$ cat src/rtl/ip_codma_bus_arbiter.sv
// Read/write bus arbiter for the CODMA engine: round-robin between the read and write machines, with a request (ASK) and ownership (OWN) phase.
// Optional timeout watchdog is enabled by defining CODMA_ARB_TIMEOUT_EN.
module ip_codma_bus_arbiter #(
  parameter int unsigned TIMEOUT_CYCLES = 255
) (
  input  logic        clk_i,
  input  logic        reset_n_i,
  input  logic        rd_req_i,
  input  logic [31:0] rd_addr_i,
  input  logic [3:0]  rd_size_i,
  input  logic        rd_done_i,
  output logic        rd_gnt_o,
  input  logic        wr_req_i,
  input  logic [31:0] wr_addr_i,
  input  logic [3:0]  wr_size_i,
  input  logic        wr_done_i,
  output logic        wr_gnt_o,
  input  logic        abort_i,
  output logic        bus_read_o,
  output logic        bus_write_o,
  output logic [31:0] bus_addr_o,
  output logic [3:0]  bus_size_o,
  input  logic        bus_grant_i,
  output logic        arb_error_o
);

  localparam logic [3:0] IDLE_SIZE = 4'd9;

  if (TIMEOUT_CYCLES == 0 || TIMEOUT_CYCLES > 255) begin : g_bad_timeout
    $error("TIMEOUT_CYCLES must be in 1..255");
  end

  typedef enum logic [2:0] {
    ARB_IDLE,
    ARB_RD_ASK,
    ARB_RD_OWN,
    ARB_WR_ASK,
    ARB_WR_OWN,
    ARB_ERROR
  } arb_state_e;

  arb_state_e  state_q, state_d;
  logic        last_wr_q, last_wr_d;
  logic        bus_read_q, bus_read_d;
  logic        bus_write_q, bus_write_d;
  logic        rd_gnt_q, rd_gnt_d;
  logic        wr_gnt_q, wr_gnt_d;
  logic [31:0] bus_addr_q, bus_addr_d;
  logic [3:0]  bus_size_q, bus_size_d;
  logic        timeout_hit;
  logic        busy_q;

  assign busy_q = (state_q == ARB_RD_ASK) || (state_q == ARB_RD_OWN) ||
                  (state_q == ARB_WR_ASK) || (state_q == ARB_WR_OWN);

`ifdef CODMA_ARB_TIMEOUT_EN
  logic [7:0] cnt_q, cnt_d;
  logic       err_q, err_d;

  assign timeout_hit = busy_q && (cnt_q == 8'(TIMEOUT_CYCLES - 1));

  always_comb begin
    cnt_d = '0;
    if (busy_q && (state_d != ARB_IDLE) && (state_d != ARB_ERROR)) begin
      cnt_d = cnt_q + 8'd1;
    end
  end

  assign err_d = (state_d == ARB_ERROR);

  always_ff @(posedge clk_i or negedge reset_n_i) begin
    if (!reset_n_i) begin
      cnt_q <= '0;
      err_q <= 1'b0;
    end else begin
      cnt_q <= cnt_d;
      err_q <= err_d;
    end
  end

  assign arb_error_o = err_q;
`else
  assign timeout_hit = 1'b0;
  assign arb_error_o = 1'b0;
`endif

  // Priority: abort, then timeout, then the normal grant/done/request flow.
  always_comb begin
    state_d   = state_q;
    last_wr_d = last_wr_q;
    if (abort_i) begin
      state_d = ARB_IDLE;
    end else if (timeout_hit) begin
      state_d = ARB_ERROR;
    end else begin
      case (state_q)
        ARB_IDLE: begin
          if (rd_req_i && wr_req_i) state_d = last_wr_q ? ARB_RD_ASK : ARB_WR_ASK;
          else if (rd_req_i)        state_d = ARB_RD_ASK;
          else if (wr_req_i)        state_d = ARB_WR_ASK;
        end
        ARB_RD_ASK: begin
          if (bus_grant_i)    state_d = ARB_RD_OWN;
          else if (!rd_req_i) state_d = ARB_IDLE;
        end
        ARB_RD_OWN: begin
          if (rd_done_i) begin
            state_d   = ARB_IDLE;
            last_wr_d = 1'b0;
          end
        end
        ARB_WR_ASK: begin
          if (bus_grant_i)    state_d = ARB_WR_OWN;
          else if (!wr_req_i) state_d = ARB_IDLE;
        end
        ARB_WR_OWN: begin
          if (wr_done_i) begin
            state_d   = ARB_IDLE;
            last_wr_d = 1'b1;
          end
        end
        ARB_ERROR: state_d = ARB_ERROR;
        default:   state_d = ARB_IDLE;
      endcase
    end
  end

  // Outputs are decoded from the next state so they register alongside it.
  always_comb begin
    bus_read_d  = (state_d == ARB_RD_ASK);
    bus_write_d = (state_d == ARB_WR_ASK);
    rd_gnt_d    = (state_d == ARB_RD_OWN);
    wr_gnt_d    = (state_d == ARB_WR_OWN);
    bus_addr_d  = '0;
    bus_size_d  = IDLE_SIZE;
    if (state_d == ARB_RD_ASK && state_q != ARB_RD_ASK) begin
      bus_addr_d = rd_addr_i;
      bus_size_d = rd_size_i;
    end else if (state_d == ARB_WR_ASK && state_q != ARB_WR_ASK) begin
      bus_addr_d = wr_addr_i;
      bus_size_d = wr_size_i;
    end else if (state_d == ARB_RD_ASK || state_d == ARB_RD_OWN ||
                 state_d == ARB_WR_ASK || state_d == ARB_WR_OWN) begin
      bus_addr_d = bus_addr_q;
      bus_size_d = bus_size_q;
    end
  end

  always_ff @(posedge clk_i or negedge reset_n_i) begin
    if (!reset_n_i) begin
      state_q     <= ARB_IDLE;
      last_wr_q   <= 1'b1;
      bus_read_q  <= 1'b0;
      bus_write_q <= 1'b0;
      rd_gnt_q    <= 1'b0;
      wr_gnt_q    <= 1'b0;
      bus_addr_q  <= '0;
      bus_size_q  <= IDLE_SIZE;
    end else begin
      state_q     <= state_d;
      last_wr_q   <= last_wr_d;
      bus_read_q  <= bus_read_d;
      bus_write_q <= bus_write_d;
      rd_gnt_q    <= rd_gnt_d;
      wr_gnt_q    <= wr_gnt_d;
      bus_addr_q  <= bus_addr_d;
      bus_size_q  <= bus_size_d;
    end
  end

  assign bus_read_o  = bus_read_q;
  assign bus_write_o = bus_write_q;
  assign rd_gnt_o    = rd_gnt_q;
  assign wr_gnt_o    = wr_gnt_q;
  assign bus_addr_o  = bus_addr_q;
  assign bus_size_o  = bus_size_q;

endmodule
$ cat config.mk
export PLATFORM = sky130hd
export DESIGN_NAME = ip_codma_bus_arbiter
export DESIGN_NICKNAME = d
export VERILOG_FILES = /design/src/rtl/ip_codma_bus_arbiter.sv
export SDC_FILE = /design/constraint.sdc
export NUM_CORES = 1
export LEC_CHECK = 0
export BUFFER_PORTS_ARGS = -buffer_cell sky130_fd_sc_hd__buf_2
export CAP_MARGIN = 25
export CORE_ASPECT_RATIO = 1.4
export CORE_MARGIN = 2
export CORE_UTILIZATION = 40
export CTS_CLUSTER_DIAMETER = 80
export DETAILED_ROUTE_END_ITERATION = 12
export HOLD_SLACK_MARGIN = 0.15
export MAX_ROUTING_LAYER = met4
export PLACE_DENSITY = 0.84
export SYNTH_ARGS = -nofsm -noshare
export SYNTH_HDL_FRONTEND = slang
export SYNTH_SLANG_ARGS = --single-unit
$ cat constraint.sdc
create_clock -name clk_i -period 2.7 [get_ports clk_i]
set_input_delay 0.135 -clock clk_i [delete_from_list [all_inputs] [get_ports clk_i]]
set_output_delay 0.135 -clock clk_i [all_outputs]
set_load 0.05 [all_outputs]
# Word level (Yosys, flattened, before mapping)
# Index checks and enable logic that the tools add are counted.
word_totals:
  register_bits: 44
  in_bits: 80
  out_inout_bits: 41
  word_cells: 53
op_classes:
  eq_ne: 14
  n_mux: 21
  bitwise: 1
  n_reduce_logical: 9
ops:
  columns: ["op", "n"]
  rows:
  - ["$mux W32", 3]
  - ["$mux W3", 10]
  - ["$pmux W3 S6", 1]
  - ["$eq A3 B2 Y1 const B", 4]
  - ["$mux W4", 3]
  - ["$eq A3 B3 Y1 const B", 3]
  - ["$eq A3 B1 Y1 const B", 2]
  - ["$ne A2 B2 Y1 const B", 2]
  - ["$reduce_and A4 Y1", 1]
  - ["$logic_and A1 B1 Y1", 3]
  - ["$logic_not A3 Y1", 1]
  - ["$logic_or A1 B1 Y1", 3]
  - ["$ne A3 B1 Y1 const B", 1]
  - ["$ne A3 B2 Y1 const B", 1]
  - ["$ne A3 B3 Y1 const B", 1]
  - ["$mux W1", 2]
  - ["$mux W2", 1]
  - ["$pmux W1 S2", 1]
  - ["$reduce_bool A2 Y1", 1]
  - ["$not A1 Y1", 1]

# Longest topological paths before layout
logic_depth:
  depth_word: 12
  mapped_depth: 9
  depth_no_buf: 6

# Worst setup path before layout
# OpenSTA, ideal clock, no wires.
synth_timing:
  path_type: "flip-flop to flip-flop"
  startpoint: "reg state_q[1]"
  endpoint: "reg bus_addr_q[0], in the netlist bus_addr_o[0]"
  setup_time_ns: 0.120
  t_arrival_ns: 1.857
  required_ns: 2.580
  setup_slack_ns: 0.723
  path_stages_with_launch: 10
  path_buffers: 3
  period_less_slack_ns: 1.977
  path_cell_list: "dfrtp_1 buf_6 nand2b_1 a31oi_2 nand2_4 and3b_1 buf_6 buf_6 a22o_1 a31o_1"
synth_between:
  elab_chain_cells: 10
  elab_cells_between_ends: 31
  classes_between: "eq/ne: 12; mux: 13; reduce/logical: 6"
synth_lines:
  columns: ["item", "line", "source"]
  rows:
  - ["start: declaration", "42", "arb_state_e state_q, state_d;"]
  - ["start signal: assignment", "160", "state_q <= state_d;"]
  - ["$mux W3", "100", "else if (wr_req_i) state_d = ARB_WR_ASK;"]
  - ["$mux W3", "99", "else if (rd_req_i) state_d = ARB_RD_ASK;"]
  - ["$mux W3", "98", "if (rd_req_i && wr_req_i) state_d = last_wr_q ? ARB_RD_ASK : ARB_WR_ASK;"]
  - ["$pmux W3 S6", "96", "case (state_q)"]
  - ["$mux W3", "91", "if (abort_i) begin"]
  - ["$eq A3 B1 Y1 / $eq A3 B2 Y1 (equally long branches)", "136, 142", null]
  - ["$logic_or A1 B1 Y1 (2 in a row)", "142", "end else if (state_d == ARB_RD_ASK || state_d == ARB_RD_OWN ||"]
  - ["$logic_or A1 B1 Y1", "143", "state_d == ARB_WR_ASK || state_d == ARB_WR_OWN) begin"]
  - ["$ne A3 B3 Y1 (no source line)", null, null]
  - ["end signal: assignment", "166", "bus_addr_q <= bus_addr_d;"]
  - ["end: declaration", "48", "logic [31:0] bus_addr_q, bus_addr_d;"]
# Parallel ways exist; a longest one is shown, timed or not.
# A chain may end at the register's enable or synchronous reset.

# Final worst setup path
layout_timing:
  startpoint: "reg state_q[2]"
  endpoint: "reg bus_addr_q[16], in the netlist bus_addr_o[16]"
# Same word-level chain as after synthesis.

==> results.toml <==
[outcome]
status = "finished, final reports clean"

[routing]
first_pass_iters = 4
vias = 2149
vias_per_cell = 5.23
antenna_left = 0
drtIter0Drc = 113
wl_um = 6480
wire_per_inst_um = 15.8
drc = 0

[power_and_ir_drop]
vdd_drop_max_v = 0.000423
leakage_nw = 1.73
power.density_nw_per_um2 = 750

[synthesis]
synth_seq_cells = 44
syn_area_sq_um = 2240
synth_top_family_by_area = "compound AO/OA/AOI/OAI gates"
synth_area_leaders = "dfrtp_1 46%, a22o_1 13%, a31o_1 12%"
ys_types = 41
synth-xor-area-share_pct = 0
synthSimpleGateAreaFrac_pct = 8.26
yosysWarnings = 0
syn_avg_cell_area_sq_um = 12.1
synth_top_cell_by_area = "dfrtp_1"
yosys-mux-area-fraction_pct = 0.446
postSynthCellCount = 185
yosys.area_share.adder_pct = 0
synthesis.nets = 265
synth_compound_area_share_pct = 35.7
yosysSeqAreaShare_pct = 49.3
synth_top_area_share_pct = 45.8

[global_route]
globalRouteOverflowTotal = 0
grt_pass1_wl_um = 9920
grt_antenna_before_repair = 0
grt_max_degree = 45
grt_pass1_vias = 2138
globalRouteTotalUtil_pct = 21.4

[timing]
finalSetupViolations = 0
maxSlewViolCount = 0
hold_viol_final = 0
relSlewSlack_pct = 59.6
clock.fmax_mhz = 382
whs_ps = 152
worst_pin_slew_ps = 599
timing.final.crit_share_pct = 97.1
skew_ps = 4.92
min_period_ps = 2620

[floorplanning]
dieWidth_um = 67.3
pin_count = 121
dieHeight_um = 92.6
core_sq_um = 5450
rows = 32
dieArea_sq_um = 6230
start_util_pct = 41.2

[flow_run]
max-cap-violations = 0

[clock_tree]
numClockSinks = 44
root_buffer = "clkbuf_8"
clk_pin_slew_ps = 80
cts_made_buffers = 5
cts_htree_levels = 2
clk_path_buf_depth = 2
cts_tree = "done"
clkLatencyLatePin_ps = 290

[worst_setup_path]
critPathKind = "register to register"
critPathArrivalTime_ps = 2810
critical_path_buf_inv_count = 2
crit_path_end_kind = "register"
crit_fanout = 16
worst_path_max_delay_cell = "dlygate4sd3_1"
crit_family = "compound AO/OA/AOI/OAI gates"
crit_path_max_incr_delay_ps = 560
worstPathRequired_ps = 2890
crit_chain = "and2b_4, a221oi_4, o221ai_4, and3b_2, buf_6, a22o_1, dlygate4sd3_1, a31o_1"
cp-start-kind = "register"

[finish]
final_cell_mix = "119 x buf_2, 38 x dfrtp_1, 36 x dlygate4sd3_1, 34 x a22o_1, 30 x a31o_1"
nFillCells = 462
final_common_cell = "buf_2"
nNetsFinal = 422
area_growth_syn_to_layout_pct = 50.7
layout-drive-gt1-share_pct = 47.5
num_antenna_cells = 0
fin_util_pct = 62.0

[placed_design]
dp_hpwl_um = 4200
io_buffer_count = 119
gp_congestion = 0.901

[worst_hold_path]
hp-class = "input port to register"
-- path summary, 6_finish.rpt --
check	endpoint	from	slack, ps	cells past startpoint
worst max-delay path	bus_addr_o[16]	state_q[2]	80	8
worst min-delay path	bus_addr_o[18]	wr_addr_i[18]	150	3
worst max register to register	bus_addr_o[16]	state_q[2]	80	8
worst min register to register	bus_addr_o[5]	bus_addr_o[5]	500	1
max in group asynchronous	last_wr_q	reset_n_i	2060	3
min in group asynchronous	bus_addr_o[3]	reset_n_i	170	2
-- power breakdown --
group	internal [mW]	switching, mW
Clock	0.209	0.223
Combinational	0.403	0.816
Sequential	0.801	0.0826
Total	1.41	1.12
-- layout make-up --
cell class                 instances  area [sq um]  share of cell area [%]
timing repair buffer             167          1070                    31.7
multi-input combinational        120          1000                    29.6
tap                               68          85.1                    2.52
inverter                           4          15.0                   0.444
clock inverter                     2          13.8                   0.407
clock buffer                       6          82.6                    2.44
sequential                        44          1110                    32.8
-- metal layers --
metal | GRT usage (%) | part of all wire (%)
met1 | 23.1 | 38
met2 | 39.4 | 57
met3 | 2.79 | 3.5
met4 | 6.63 | 1.4
met5 | - | 0
-- metrics by stage --
stage / setup TNS, ps / cell area [sq um] / std cells / worst slack, ps / total power, mW
4_1_cts: 0 / 3270 / 402 / 26.2 / 2.52
6_report: 0 / 3380 / 411 / 79.6 / 2.53
3_5_place_dp: 0 / 2840 / 360 / 425 / 2.04
2_1_floorplan: 0 / 2240 / 185 / 723 / 1.76
5_1_grt: -17.6 / 3380 / 411 / -17.6 / 2.66
3_3_place_gp: 0 / 2840 / 360 / 491 / 2.01
-- flip-flops by register name, indices dropped and copies added (netlist names) --
register,count
rd_gnt_o,1
bus_read_o,1
bus_addr_o,32
last_wr_q,1
state_q,3
bus_size_o,4
wr_gnt_o,1
bus_write_o,1
-- cell usage after synthesis --
| cell | count |
|---|---|
| a221oi_4 | 1 |
| nor2b_1 | 2 |
| a31oi_2 | 1 |
| nand3b_4 | 1 |
| nand3b_1 | 1 |
| a21oi_1 | 1 |
| nand2b_1 | 3 |
| o41ai_1 | 3 |
| a21bo_2 | 1 |
| dfrtp_1 | 41 |
| a41oi_1 | 1 |
| dfstp_2 | 3 |
| a22o_1 | 34 |
| nor3_4 | 1 |
| a211oi_1 | 2 |
| a31o_2 | 4 |
| a21oi_4 | 1 |
| nand2_4 | 1 |
| nor3_1 | 1 |
| nand2_1 | 8 |
| mux2i_1 | 1 |
| a22oi_1 | 1 |
| clkbuf_1 | 2 |
| and2_1 | 1 |
| buf_4 | 1 |
| nor2_1 | 6 |
| a311o_1 | 1 |
| o21ai_0 | 5 |
| conb_1 | 1 |
| nor3_2 | 1 |
| inv_1 | 3 |
| buf_6 | 6 |
| inv_2 | 1 |
| a31o_1 | 30 |
| o221ai_4 | 1 |
| and2b_4 | 1 |
| and3_1 | 1 |
| o21bai_1 | 1 |
| and3b_1 | 1 |
| a21oi_2 | 1 |
| buf_2 | 8 |
-- cells by family after synthesis --
family | Yosys count
AO/OA/AOI/OAI | 89
flip-flops | 44
AND/OR/NAND/NOR | 29
buffers and inverters | 21
multiplexers | 1
other | 1
-- worst register-to-register path: stages, from the launching register on --
cell	delay [ps]
dfrtp_2	440
and2b_4	280
a221oi_4	70
o221ai_4	330
and3b_2	270
buf_6	150
a22o_1	240
dlygate4sd3_1	560
a31o_1	190
-- timing repair --
item,CTS,global route
setup endpoints to repair,0,4
hold buffers,34,2
endpoints found under the hold margin,62,2
buffers inserted,0,6
gates resized for setup,0,9
Note: power is estimated with default switching activity, not from simulation.
